==> src/rtl/spi_slave_pkg.sv <==
// Shared constants, state type and phase-length helper for the SPI register bridge.
package spi_slave_pkg;

  localparam logic [7:0] CMD_WRITE = 8'h00;
  localparam logic [7:0] CMD_READ  = 8'h01;

  localparam int unsigned INSTR_BITS  = 8;
  localparam int unsigned GAP_BITS    = 1;
  localparam int unsigned ADDR_BITS   = 32;
  localparam int unsigned DATA_BITS   = 32;
  localparam int unsigned DUMMY_BITS  = 8;
  localparam int unsigned STATUS_BITS = 8;

  // Bit positions inside the status byte; [7:4] carry the block ID.
  localparam int unsigned STAT_ERR_BIT = 0;
  localparam int unsigned STAT_TMO_BIT = 1;
  localparam int unsigned STAT_RD_BIT  = 2;

  typedef enum logic [3:0] {
    StIdle,
    StInstr,
    StGap,
    StAddr,
    StWdata,
    StWdummy,
    StRdummy,
    StRdata,
    StStatus,
    StIgnore
  } spi_state_e;

  // Bit-counter value at the sample event that completes the given phase.
  function automatic logic [5:0] phase_last(input spi_state_e st);
    case (st)
      StInstr:  phase_last = 6'(INSTR_BITS - 1);
      StGap:    phase_last = 6'(GAP_BITS - 1);
      StAddr:   phase_last = 6'(ADDR_BITS - 1);
      StWdata:  phase_last = 6'(DATA_BITS - 1);
      StRdata:  phase_last = 6'(DATA_BITS - 1);
      StWdummy: phase_last = 6'(DUMMY_BITS - 1);
      StRdummy: phase_last = 6'(DUMMY_BITS - 1);
      StStatus: phase_last = 6'(STATUS_BITS - 1);
      default:  phase_last = 6'd0;
    endcase
  endfunction

endpackage

==> src/rtl/spi_sync_edge.sv <==
// Multi-stage synchroniser with single-cycle rise/fall pulses on the synchronised level.
module spi_sync_edge #(
  parameter int unsigned Stages   = 2,
  parameter logic        ResetVal = 1'b0
) (
  input  logic clk_i,
  input  logic rst_ni,
  input  logic d_i,
  output logic rise_o,
  output logic fall_o
);

  logic [Stages-1:0] sync_q, sync_d;
  logic              prev_q, prev_d;

  // Shift the raw input through the chain; remember last synchronised level.
  always_comb begin
    sync_d = (sync_q << 1) | Stages'(d_i);
    prev_d = sync_q[Stages-1];
  end

  // Chain and edge-history flops.
  always_ff @(posedge clk_i or negedge rst_ni) begin
    if (!rst_ni) begin
      sync_q <= {Stages{ResetVal}};
      prev_q <= ResetVal;
    end else begin
      sync_q <= sync_d;
      prev_q <= prev_d;
    end
  end

  assign rise_o = sync_q[Stages-1] & ~prev_q;
  assign fall_o = ~sync_q[Stages-1] & prev_q;

endmodule

==> src/rtl/spi_slave_bridge.sv <==
// SPI mode-0 target decoding 32-bit register frames into single-beat register-bus requests.
module spi_slave_bridge
  import spi_slave_pkg::*;
#(
  parameter int unsigned SYNC_STAGES = 2,
  parameter int unsigned BUS_TIMEOUT = 16,
  parameter logic [3:0]  STATUS_ID   = 4'hA
) (
  input  logic        clk,
  input  logic        rst_n,
  input  logic        sck,
  input  logic        ss_n,
  input  logic        mosi,
  output logic        miso,
  output logic        bus_req,
  output logic        bus_we,
  output logic [31:0] bus_addr,
  output logic [31:0] bus_wdata,
  input  logic        bus_ack,
  input  logic        bus_err,
  input  logic [31:0] bus_rdata
);

  localparam int unsigned TmoW = $clog2(BUS_TIMEOUT + 1);

  logic                   sck_rise, sck_fall;
  logic [SYNC_STAGES-1:0] ss_sync_q, ss_sync_d, mosi_sync_q, mosi_sync_d;
  logic                   ss_s, mosi_s;

  spi_sync_edge #(
    .Stages   (SYNC_STAGES),
    .ResetVal (1'b0)
  ) u_sck_sync (
    .clk_i  (clk),
    .rst_ni (rst_n),
    .d_i    (sck),
    .rise_o (sck_rise),
    .fall_o (sck_fall)
  );

  spi_state_e       state_q, state_d;
  logic [5:0]       cnt_q, cnt_d;
  logic [31:0]      sr_q, sr_d, out_q, out_d, addr_q, addr_d, wdata_q, wdata_d;
  logic [TmoW-1:0]  tmo_cnt_q, tmo_cnt_d;
  logic             miso_q, miso_d, req_q, req_d, we_q, we_d;
  logic             is_read_q, is_read_d, owned_q, owned_d, timeout_q, timeout_d;
  logic             err_q, err_d, armed_q, armed_d;

  logic        sample, shift, last, ack_take, expire, pending, err_eff, tmo_eff;
  logic [31:0] sr_next, out_cur;
  logic [7:0]  status;

  assign ss_s   = ss_sync_q[SYNC_STAGES-1];
  assign mosi_s = mosi_sync_q[SYNC_STAGES-1];

  // Plain synchronisers for select and data; same depth as sck keeps mosi aligned to its edges.
  always_comb begin
    ss_sync_d   = (ss_sync_q << 1) | SYNC_STAGES'(ss_n);
    mosi_sync_d = (mosi_sync_q << 1) | SYNC_STAGES'(mosi);
  end

  // Event qualification and bus-result bookkeeping shared by the FSM.
  always_comb begin
    sample   = sck_rise & ~ss_s;
    shift    = sck_fall & ~ss_s;
    last     = (cnt_q == phase_last(state_q));
    sr_next  = {sr_q[30:0], mosi_s};
    ack_take = req_q & bus_ack & owned_q;
    // Ack in the expiry cycle wins, so expiry requires no ack.
    expire   = req_q & ~bus_ack & (tmo_cnt_q == TmoW'(BUS_TIMEOUT - 1));
    // Result still owed to this frame and not arriving this cycle.
    pending  = req_q & owned_q & ~bus_ack;
    err_eff  = ack_take ? bus_err : err_q;
    tmo_eff  = timeout_q | pending;
    out_cur  = (ack_take & is_read_q) ? bus_rdata : out_q;
  end

  // Status byte as it would be sent if loaded this cycle.
  always_comb begin
    status               = '0;
    status[7:4]          = STATUS_ID;
    status[STAT_RD_BIT]  = is_read_q;
    status[STAT_TMO_BIT] = tmo_eff;
    status[STAT_ERR_BIT] = err_eff;
  end

  // Next-state logic: bus handshake, then frame FSM, then miso gating.
  always_comb begin
    state_d   = state_q;
    cnt_d     = cnt_q;
    sr_d      = sr_q;
    out_d     = out_cur;
    addr_d    = addr_q;
    wdata_d   = wdata_q;
    tmo_cnt_d = tmo_cnt_q;
    miso_d    = miso_q;
    req_d     = req_q;
    we_d      = we_q;
    is_read_d = is_read_q;
    owned_d   = owned_q;
    timeout_d = timeout_q;
    err_d     = err_q;
    armed_d   = armed_q;

    if (req_q) begin
      tmo_cnt_d = tmo_cnt_q + 1'b1;
      if (bus_ack || expire) begin
        req_d     = 1'b0;
        tmo_cnt_d = '0;
        owned_d   = 1'b0;
      end
      if (ack_take) err_d = bus_err;
      if (expire && owned_q) timeout_d = 1'b1;
    end

    if (state_q == StIdle) begin
      if (ss_s) begin
        armed_d = 1'b1;
      end else if (armed_q && !req_q) begin
        state_d   = StInstr;
        cnt_d     = '0;
        armed_d   = 1'b0;
        is_read_d = 1'b0;
        timeout_d = 1'b0;
        err_d     = 1'b0;
        out_d     = '0;
      end
    end else if (ss_s) begin
      // Abandon the frame; any outstanding request finishes unobserved.
      state_d = StIdle;
      owned_d = 1'b0;
    end else begin
      if (shift) begin
        miso_d = 1'b0;
        if ((state_q == StRdata || state_q == StStatus) && cnt_q == 6'd0 && pending) begin
          // Too late for this frame: report timeout and ignore the eventual ack.
          timeout_d = 1'b1;
          owned_d   = 1'b0;
        end
        if (state_q == StStatus && cnt_q == 6'd0) begin
          miso_d = status[7];
          out_d  = {status[6:0], 25'd0};
        end else if (state_q == StRdata || state_q == StStatus) begin
          miso_d = out_cur[31];
          out_d  = {out_cur[30:0], 1'b0};
        end
      end

      if (sample) begin
        cnt_d = cnt_q + 6'd1;
        if (state_q == StInstr || state_q == StGap || state_q == StAddr || state_q == StWdata) begin
          sr_d = sr_next;
        end
        if (last) begin
          cnt_d = '0;
          case (state_q)
            StInstr: begin
              is_read_d = (sr_next[7:0] == CMD_READ);
              state_d   = (sr_next[7:0] == CMD_READ || sr_next[7:0] == CMD_WRITE) ?
                          StGap : StIgnore;
            end
            StGap: state_d = StAddr;
            StAddr: begin
              addr_d = sr_next;
              if (is_read_q) begin
                req_d     = 1'b1;
                we_d      = 1'b0;
                owned_d   = 1'b1;
                tmo_cnt_d = '0;
                out_d     = '0;
                state_d   = StRdummy;
              end else begin
                state_d = StWdata;
              end
            end
            StWdata: begin
              wdata_d   = sr_next;
              req_d     = 1'b1;
              we_d      = 1'b1;
              owned_d   = 1'b1;
              tmo_cnt_d = '0;
              state_d   = StWdummy;
            end
            StWdummy: state_d = StStatus;
            StRdummy: state_d = StRdata;
            StRdata:  state_d = StStatus;
            StStatus: state_d = StIgnore;
            default:  state_d = state_q;
          endcase
        end
      end
    end

    if (!(state_d == StRdata || state_d == StStatus)) miso_d = 1'b0;
  end

  // State registers.
  always_ff @(posedge clk or negedge rst_n) begin
    if (!rst_n) begin
      ss_sync_q   <= '1;
      mosi_sync_q <= '0;
      state_q     <= StIdle;
      cnt_q       <= '0;
      sr_q        <= '0;
      out_q       <= '0;
      addr_q      <= '0;
      wdata_q     <= '0;
      tmo_cnt_q   <= '0;
      miso_q      <= 1'b0;
      req_q       <= 1'b0;
      we_q        <= 1'b0;
      is_read_q   <= 1'b0;
      owned_q     <= 1'b0;
      timeout_q   <= 1'b0;
      err_q       <= 1'b0;
      armed_q     <= 1'b0;
    end else begin
      ss_sync_q   <= ss_sync_d;
      mosi_sync_q <= mosi_sync_d;
      state_q     <= state_d;
      cnt_q       <= cnt_d;
      sr_q        <= sr_d;
      out_q       <= out_d;
      addr_q      <= addr_d;
      wdata_q     <= wdata_d;
      tmo_cnt_q   <= tmo_cnt_d;
      miso_q      <= miso_d;
      req_q       <= req_d;
      we_q        <= we_d;
      is_read_q   <= is_read_d;
      owned_q     <= owned_d;
      timeout_q   <= timeout_d;
      err_q       <= err_d;
      armed_q     <= armed_d;
    end
  end

  assign miso      = miso_q;
  assign bus_req   = req_q;
  assign bus_we    = we_q;
  assign bus_addr  = addr_q;
  assign bus_wdata = wdata_q;

endmodule

==> config.mk <==
export PLATFORM = sky130hd
export DESIGN_NAME = spi_slave_bridge
export DESIGN_NICKNAME = d
export VERILOG_FILES = /design/src/rtl/spi_slave_pkg.sv /design/src/rtl/spi_sync_edge.sv /design/src/rtl/spi_slave_bridge.sv
export SDC_FILE = /design/constraint.sdc
export NUM_CORES = 1
export LEC_CHECK = 0
export ABC_AREA = 1
export BUFFER_PORTS_ARGS = -buffer_cell sky130_fd_sc_hd__buf_2
export CAP_MARGIN = 0
export CORE_ASPECT_RATIO = 0.7
export CORE_MARGIN = 1.5
export CORE_UTILIZATION = 52
export DETAILED_ROUTE_END_ITERATION = 8
export MAX_ROUTING_LAYER = met4
export PLACE_DENSITY = 0.85
export SYNTH_ARGS = -nofsm -noshare
export SYNTH_HDL_FRONTEND = slang
export SYNTH_SLANG_ARGS = --single-unit
==> constraint.sdc <==
create_clock -name clk -period 1.98 [get_ports clk]
set_clock_uncertainty 0.1 [all_clocks]
set_input_delay 0.198 -clock clk [delete_from_list [all_inputs] [get_ports clk]]
set_output_delay 0.198 -clock clk [all_outputs]
set_load 0.1 [all_outputs]
# Word level (Yosys, flattened, before mapping)
# Memories as Yosys holds them, arrays and structs flattened.
# Cells that the tools add are included.
# word_totals
mem_bits_ro	80
mem_count	1
ramBits	0
wordCells	172
latch_bits	0
output_inout_bits	67
ff_bits	157
inputBits	39
# classes
shifts	0
n_mul	0
addsub	2
n_reduce_logical	30
bitwise_logic	20
n_mux	82
order_cmp	0
n_eq_ne	18
div	0
# mem_list
name	depth	width	rd	rd_clocked_by_memory_dff	write_ports	line_no	rtl
(no name shown)	16	5	1	0	0	spi_slave_pkg.sv:34	case (st)
# ops
op	count
32-bit two-way mux	12
1-bit two-way mux	44
6-bit two-way mux	6
5-bit two-way mux	7
4-bit two-way mux	7
4-bit one-hot mux with 7 select lines	1
4-bit by 3-bit == test with 1-bit output (second input constant)	5
5-bit AND reduction	3
1-bit AND	11
5-bit one-hot mux with 2 select lines	1
2-bit nonzero test	5
4-bit by 2-bit == test with 1-bit output (second input constant)	2
4-bit == test (second input constant)	2
8-bit by 1-bit == test with 1-bit output (second input constant)	1
8-bit zero test	1
2-bit != test (second input constant)	4
1-bit logical OR	7
6-bit by 1-bit adder with 6-bit output (second input constant)	1
6-bit == test	1
6-bit zero test	1
2-bit by 1-bit OR with 2-bit output	3
1-bit one-hot mux with 2 select lines	3
3-bit AND reduction	2
6-bit AND reduction	1
other kinds (13)	21

# Longest topological paths before layout
# depth
ltp_word	14
depth_mapped	17
ltp_nobuf	17

# By module
# From an unflattened synthesis, not the netlist that was laid out.
# unflattened
hier_cells	762
hier_area_um2	7180.6
# modules_own_cells
mod	cells_per_inst	seq_area_each_um2	n_inst	area_each_um2
spi_slave_bridge	755	3856.2	1	7090.6
spi_sync_edge	7	75.1	1	90.1

# Least setup slack after synthesis
# OpenSTA, ideal clock, no wires.
# synth_path
kind	flip-flop to flip-flop
start	register req_q (netlist: bus_req)
end	register out_q[26]
required_time_ns	1.750
setup_time_ns	0.130
period_less_slack_ns	2.587
t_arrival_ns	2.356
stages_incl_launch_ff	10
path_buffers	2
setup_slack_ns	-0.607
cell_sequence	dfrtp_1 buf_2 inv_1 nor3_2 nand2_1 buf_2 mux2i_1 o22ai_1 a21oi_1 o22ai_1
# synth_via
elab_chain_len	13
word_cells_on_any_way	20
cone_classes	mux: 12; bitwise: 6; reduce/logical: 2
# synth_rtl
item	line_no	rtl
start: declaration	spi_slave_bridge.sv:45	logic miso_q, miso_d, req_q, req_d, we_q, we_d;
start signal: assignment	spi_slave_bridge.sv:228	req_q <= req_d;
1-bit AND (2 in series)	spi_slave_bridge.sv:68	ack_take = req_q & bus_ack & owned_q;
1-bit AND	spi_slave_bridge.sv:75	out_cur = (ack_take & is_read_q) ? bus_rdata : out_q;
32-bit two-way mux	spi_slave_bridge.sv:75	
32-bit two-way mux	spi_slave_bridge.sv:143	end else if (state_q == StRdata || state_q == StStatus) begin
32-bit two-way mux	spi_slave_bridge.sv:140	if (state_q == StStatus && cnt_q == 6'd0) begin
32-bit two-way mux	spi_slave_bridge.sv:133	if (shift) begin
32-bit two-way mux	spi_slave_bridge.sv:165	if (is_read_q) begin
32-bit two-way mux	spi_slave_bridge.sv:156	case (state_q)
32-bit two-way mux	spi_slave_bridge.sv:154	if (last) begin
32-bit two-way mux	spi_slave_bridge.sv:149	if (sample) begin
32-bit two-way mux	spi_slave_bridge.sv:128	end else if (ss_s) begin
32-bit two-way mux (*)	spi_slave_bridge.sv:116	if (state_q == StIdle) begin
via out_d[26]	spi_slave_bridge.sv:43	logic [31:0] sr_q, sr_d, out_q, out_d, addr_q, addr_d, wdata_q, wdata_d;
end signal: assignment	spi_slave_bridge.sv:223	out_q <= out_d;
end: declaration	spi_slave_bridge.sv:43	
# The timed path passes the listed nets; every way through them passes the cells marked *.
# A chain may end at the register's enable or synchronous reset.

# Final worst setup path
# layout_path
start	register state_q[1]
end	register miso_q (netlist: miso)
# layout_via
elab_chain_len	11
word_cells_on_any_way	34
cone_classes	eq/ne: 14; mux: 13; reduce/logical: 6; memory: 1
# layout_rtl
item	line_no	rtl
start: declaration	spi_slave_bridge.sv:41	spi_state_e state_q, state_d;
start signal: assignment	spi_slave_bridge.sv:202	state_q <= StIdle;
start signal: assignment	spi_slave_bridge.sv:220	state_q <= state_d;
branches (longest 6 deep; another with memory 16 x 5 bit)	--	
4-bit two-way mux (*)	spi_slave_bridge.sv:116	
via state_d[2]	spi_slave_bridge.sv:41	
4-bit by 3-bit == test with 1-bit output / 4-bit == test (equally long branches)	spi_slave_bridge.sv:194	if (!(state_d == StRdata || state_d == StStatus)) miso_d = 1'b0;
1-bit logical OR (*)	spi_slave_bridge.sv:194	
2-bit != test (no line)	--	
3-bit AND reduction (no line)	--	
end signal: assignment	spi_slave_bridge.sv:227	miso_q <= miso_d;
end: declaration	spi_slave_bridge.sv:45	
# Mark *: on every way through the listed nets, which the timed path passes. The select of a mux whose other input is x is not followed.

==> flow_summary_export.csv <==
group,metric,value,unit
clocking,htreeDepth,4,
synthesis,ys_seq_area_share,55.0,%
cells_and_area,syn2layout_area_growth,54.0,%
job,cap_violations,0,
clocking,numCtsBuffers,17,
floorplanning,die_h,101,um
setup_path,arrival,3.13,ns
clocking,cts_tree,"done",
route,totalWireLength,32300,um
synthesis,synth_area,7150,um^2
setup_path,cp.required,2.22,ns
synthesis,synth.top_cell.area_share,54.2,%
route,vias,8210,
setup_path,crit_chain,"buf_4, ha_1, o21ai_2, nand2_2, nor2_2, nand3_1, nand2_1, nand2_2, nand2_2, a21oi_2, nand2_1, nor2_1, nor2_1, nor2_2",
synthesis,synth.distinct_cells,33,
floorplanning,initial_core_util,53.9,%
clocking,clkTransAtPathRegs,0.07,ns
cells_and_area,nFillCells,532,
global_routing,grt_max_degree,57,
sta,final_max_slew_viol_count,0,
floorplanning,dieArea,14500,um^2
sta,fin_ws,-0.916,ns
sta,hold_slack,0.00843,ns
global_routing,grt_usage,34.3,%
setup_path,end_kind,"flip-flop",
worst_hold_path,hold_class,"primary input to flip-flop",
floorplanning,core_area,13300,um^2
route,routed_via_density,6.84,
sta,period_needed,2.90,ns
clocking,clkLatencyLatePin,0.45,ns
global_routing,antenna_found_initial,1,
setup_path,path_common_cell,"nand2_2",
setup_path,worstSetupPathType,"flip-flop to flip-flop",
clocking,root_buffer,"clkbuf_16",
setup_path,start_kind,"flip-flop",
placement,dp.final_hpwl,12100,um
power,p_total,10.6,mW
synthesis,synthTopCellsByArea,"dfrtp_1, nand2_1, o21ai_0",
power,power.density,961,nW/um^2
route,wire_per_inst,26.9,um
cells_and_area,stdcell_count,1200,
synthesis,syn_inst,783,
placement,port_buffers,105,
setup_path,cp_num_buf_inv,1,
route,first_pass_iters,9,
synthesis,synth.largest_area_cell,"dfrtp_1",
sta,fin_crit_sh,146,%
sta,tightest_slew,0.620,ns
setup_path,slowest_stage,"dfrtp_1",
sta,setup_viol,149,
setup_path,cp_max_fo,3,
power,p_leak,5.33,nW
sta,relSlewSlack,57.5,%
global_routing,grt_pass1_vias,6953,
route,remaining_drc_errors,1,
synthesis,synth_fp_nets,831,
floorplanning,num_io_pins,106,
global_routing,overflow,0,
clocking,cts_num_sinks,157,
floorplanning,fp.dieW,143,um
power,ir_worst_vdd,0.884,mV
sta,rsz0062_at_grt,"yes",
clocking,clock_path_buffers,2,
outcome,status,"complete, but fails checks",
setup_path,path_delay_family,"simple AND/OR/NAND/NOR gates",
cells_and_area,drive_gt1_share,49.4,%
route,ant_nets,0,
cells_and_area,finalNetCount,1049,
sta,clock.fmax,345,MHz
route,drt-initial-drc-count,1380,
floorplanning,rows,35,
placement,place_congestion,0.939,
synthesis,synth_seq_cells,157,
global_routing,grt_pass1_wl,36400,um
sta,hold_violations,0,
synthesis,synth_area_per_cell,9.13,um^2
synthesis,yosysWarnings,0,
setup_path,max_stage_delay,0.44,ns
placement,dp_cells,1105,
outcome,violations,"design-rule violations, negative setup slack",
state kept, by name (all words and copies together) (netlist names), 2 cells and up:
signal,cells
tmo_cnt_q,5
cnt_q,6
ss_sync_q,2
bus_addr,32
sr_q,31
mosi_sync_q,2
state_q,4
bus_wdata,32
u_sck_sync.sync_q,2
out_q,32
cell usage in the layout (no fill, tap or decap), drive strengths merged:
cell type / netlist / routed
a211oi: 2 / 2
nand4: 7 / 7
diode: 0 / 1
mux2i: 30 / 30
clkinv: 0 / 8
nand3b: 2 / 2
dfstp: 2 / 2
ha: 9 / 9
nor3: 8 / 8
dfrtp: 155 / 155
o22ai: 36 / 36
o21ai: 144 / 144
buf: 21 / 213
a21oi: 12 / 12
a21boi: 1 / 1
nand3: 44 / 44
and3: 3 / 3
xor2: 5 / 5
nor2: 37 / 37
clkbuf: 14 / 23
dlygate4sd3: 0 / 14
inv: 82 / 88
o21a: 2 / 2
nand2: 164 / 164
bufbuf: 0 / 1
a31oi: 2 / 2
clkinvlp: 0 / 1
a22oi: 1 / 1
routing by layer:
metal	vias to the layer above	routed length, um	GRT usage [%]
met3	302	4270	8.60
li1	3090	-	-
met1	3904	11200	43.8
met4	0	2610	15.7
met2	914	14200	51.9
met5	-	0	-
synth_stat cells:
library cell,n
inv_2,4
nand3_2,3
a21boi_1,1
a31oi_1,2
buf_6,5
nor2_1,33
nand4_1,7
o21ai_2,15
buf_1,2
a211oi_1,2
a22oi_1,1
nor3_2,2
nor3_1,5
xor2_1,5
clkbuf_1,14
nor3_4,1
o21ai_0,77
dfrtp_1,155
buf_2,14
mux2i_1,30
nand3b_1,2
and3_1,3
a21oi_1,12
o21a_1,2
o22ai_1,36
inv_1,78
nand3_1,41
nor2_2,4
ha_1,9
dfstp_2,2
nand2_1,160
o21ai_1,52
nand2_2,4
worst paths after layout:
path | from | to | slack [ns] | cells past startpoint
min reg2reg | ss_sync_q[0] | ss_sync_q[1] | 0.26 | 0
max reg2reg | state_q[1] | miso | -0.92 | 14
max | state_q[1] | miso | -0.92 | 14
max in group asynchronous | rst_n | bus_wdata[5] | 0.91 | 3
min in group asynchronous | rst_n | bus_wdata[16] | 0.18 | 2
min | bus_rdata[8] | out_q[8] | 0.008 | 3
through the flow:
step           worst slack [ns]  util [%]  TNS (ns)  cell area [um^2]
2_1_floorplan           -0.0695         -     -2.02              7280
6_report                 -0.916      83.0    -72.73             11000
3_3_place_gp             -0.214      63.5    -11.56              8430
5_1_grt                  -0.926      83.0    -75.51             11000
3_5_place_dp             -0.294      63.5    -18.27              8430
4_1_cts                  -0.186      74.9    -11.73              9940
kinds of logic (layout without fill, tap and decap cells):
family | after synthesis | in the layout | share of synthesized area (%)
compound gates | 200 | 200 | 15.7
xor+xnor | 5 | 5 | 0.612
fa+ha+maj | 9 | 9 | 1.57
buf+inv | 117 | 348 | 6.91
flops | 157 | 157 | 55.0
mux | 30 | 30 | 4.20
other cells | 0 | 1 | 0
simple gates | 265 | 265 | 16.1
report_power, final:
| group | switching (mW) | internal, mW |
|---|---|---|
| clock | 1.72 | 1.72 |
| combinational | 2.31 | 1.36 |
| sequential | 0.138 | 3.34 |
area by class of cell:
class | count | area, um^2 | share of cell area, %
Antenna cell | 1 | 2.50 | 0.0227
Clock buffer | 17 | 425 | 3.86
Inverter | 82 | 315 | 2.86
Sequential cell | 157 | 3940 | 35.7
Multi-Input combinational cell | 509 | 3810 | 34.6
Tap cell | 185 | 231 | 2.10
Timing Repair Buffer | 234 | 2110 | 19.1
Clock inverter | 15 | 188 | 1.70
timing repair:
item / 4_1_cts / 5_1_grt
gates resized for setup: 147 / 217
endpoints found under the hold margin: 64 / 0
setup buffers: 15 / 18
cloned: 7 / 10
hold buffers: 14 / 0
pin swaps: 13 / 29
endpoints found under the setup margin: 130 / 148
worst register-to-register path: stages (launching register included):
cell,delay [ns]
dfrtp_1,0.44
buf_4,0.18
ha_1,0.24
o21ai_2,0.24
nand2_2,0.10
nor2_2,0.16
nand3_1,0.25
nand2_1,0.19
nand2_2,0.07
nand2_2,0.07
a21oi_2,0.09
nand2_1,0.26
nor2_1,0.10
nor2_1,0.22
nor2_2,0.07
(Power assumes the default switching activity.)
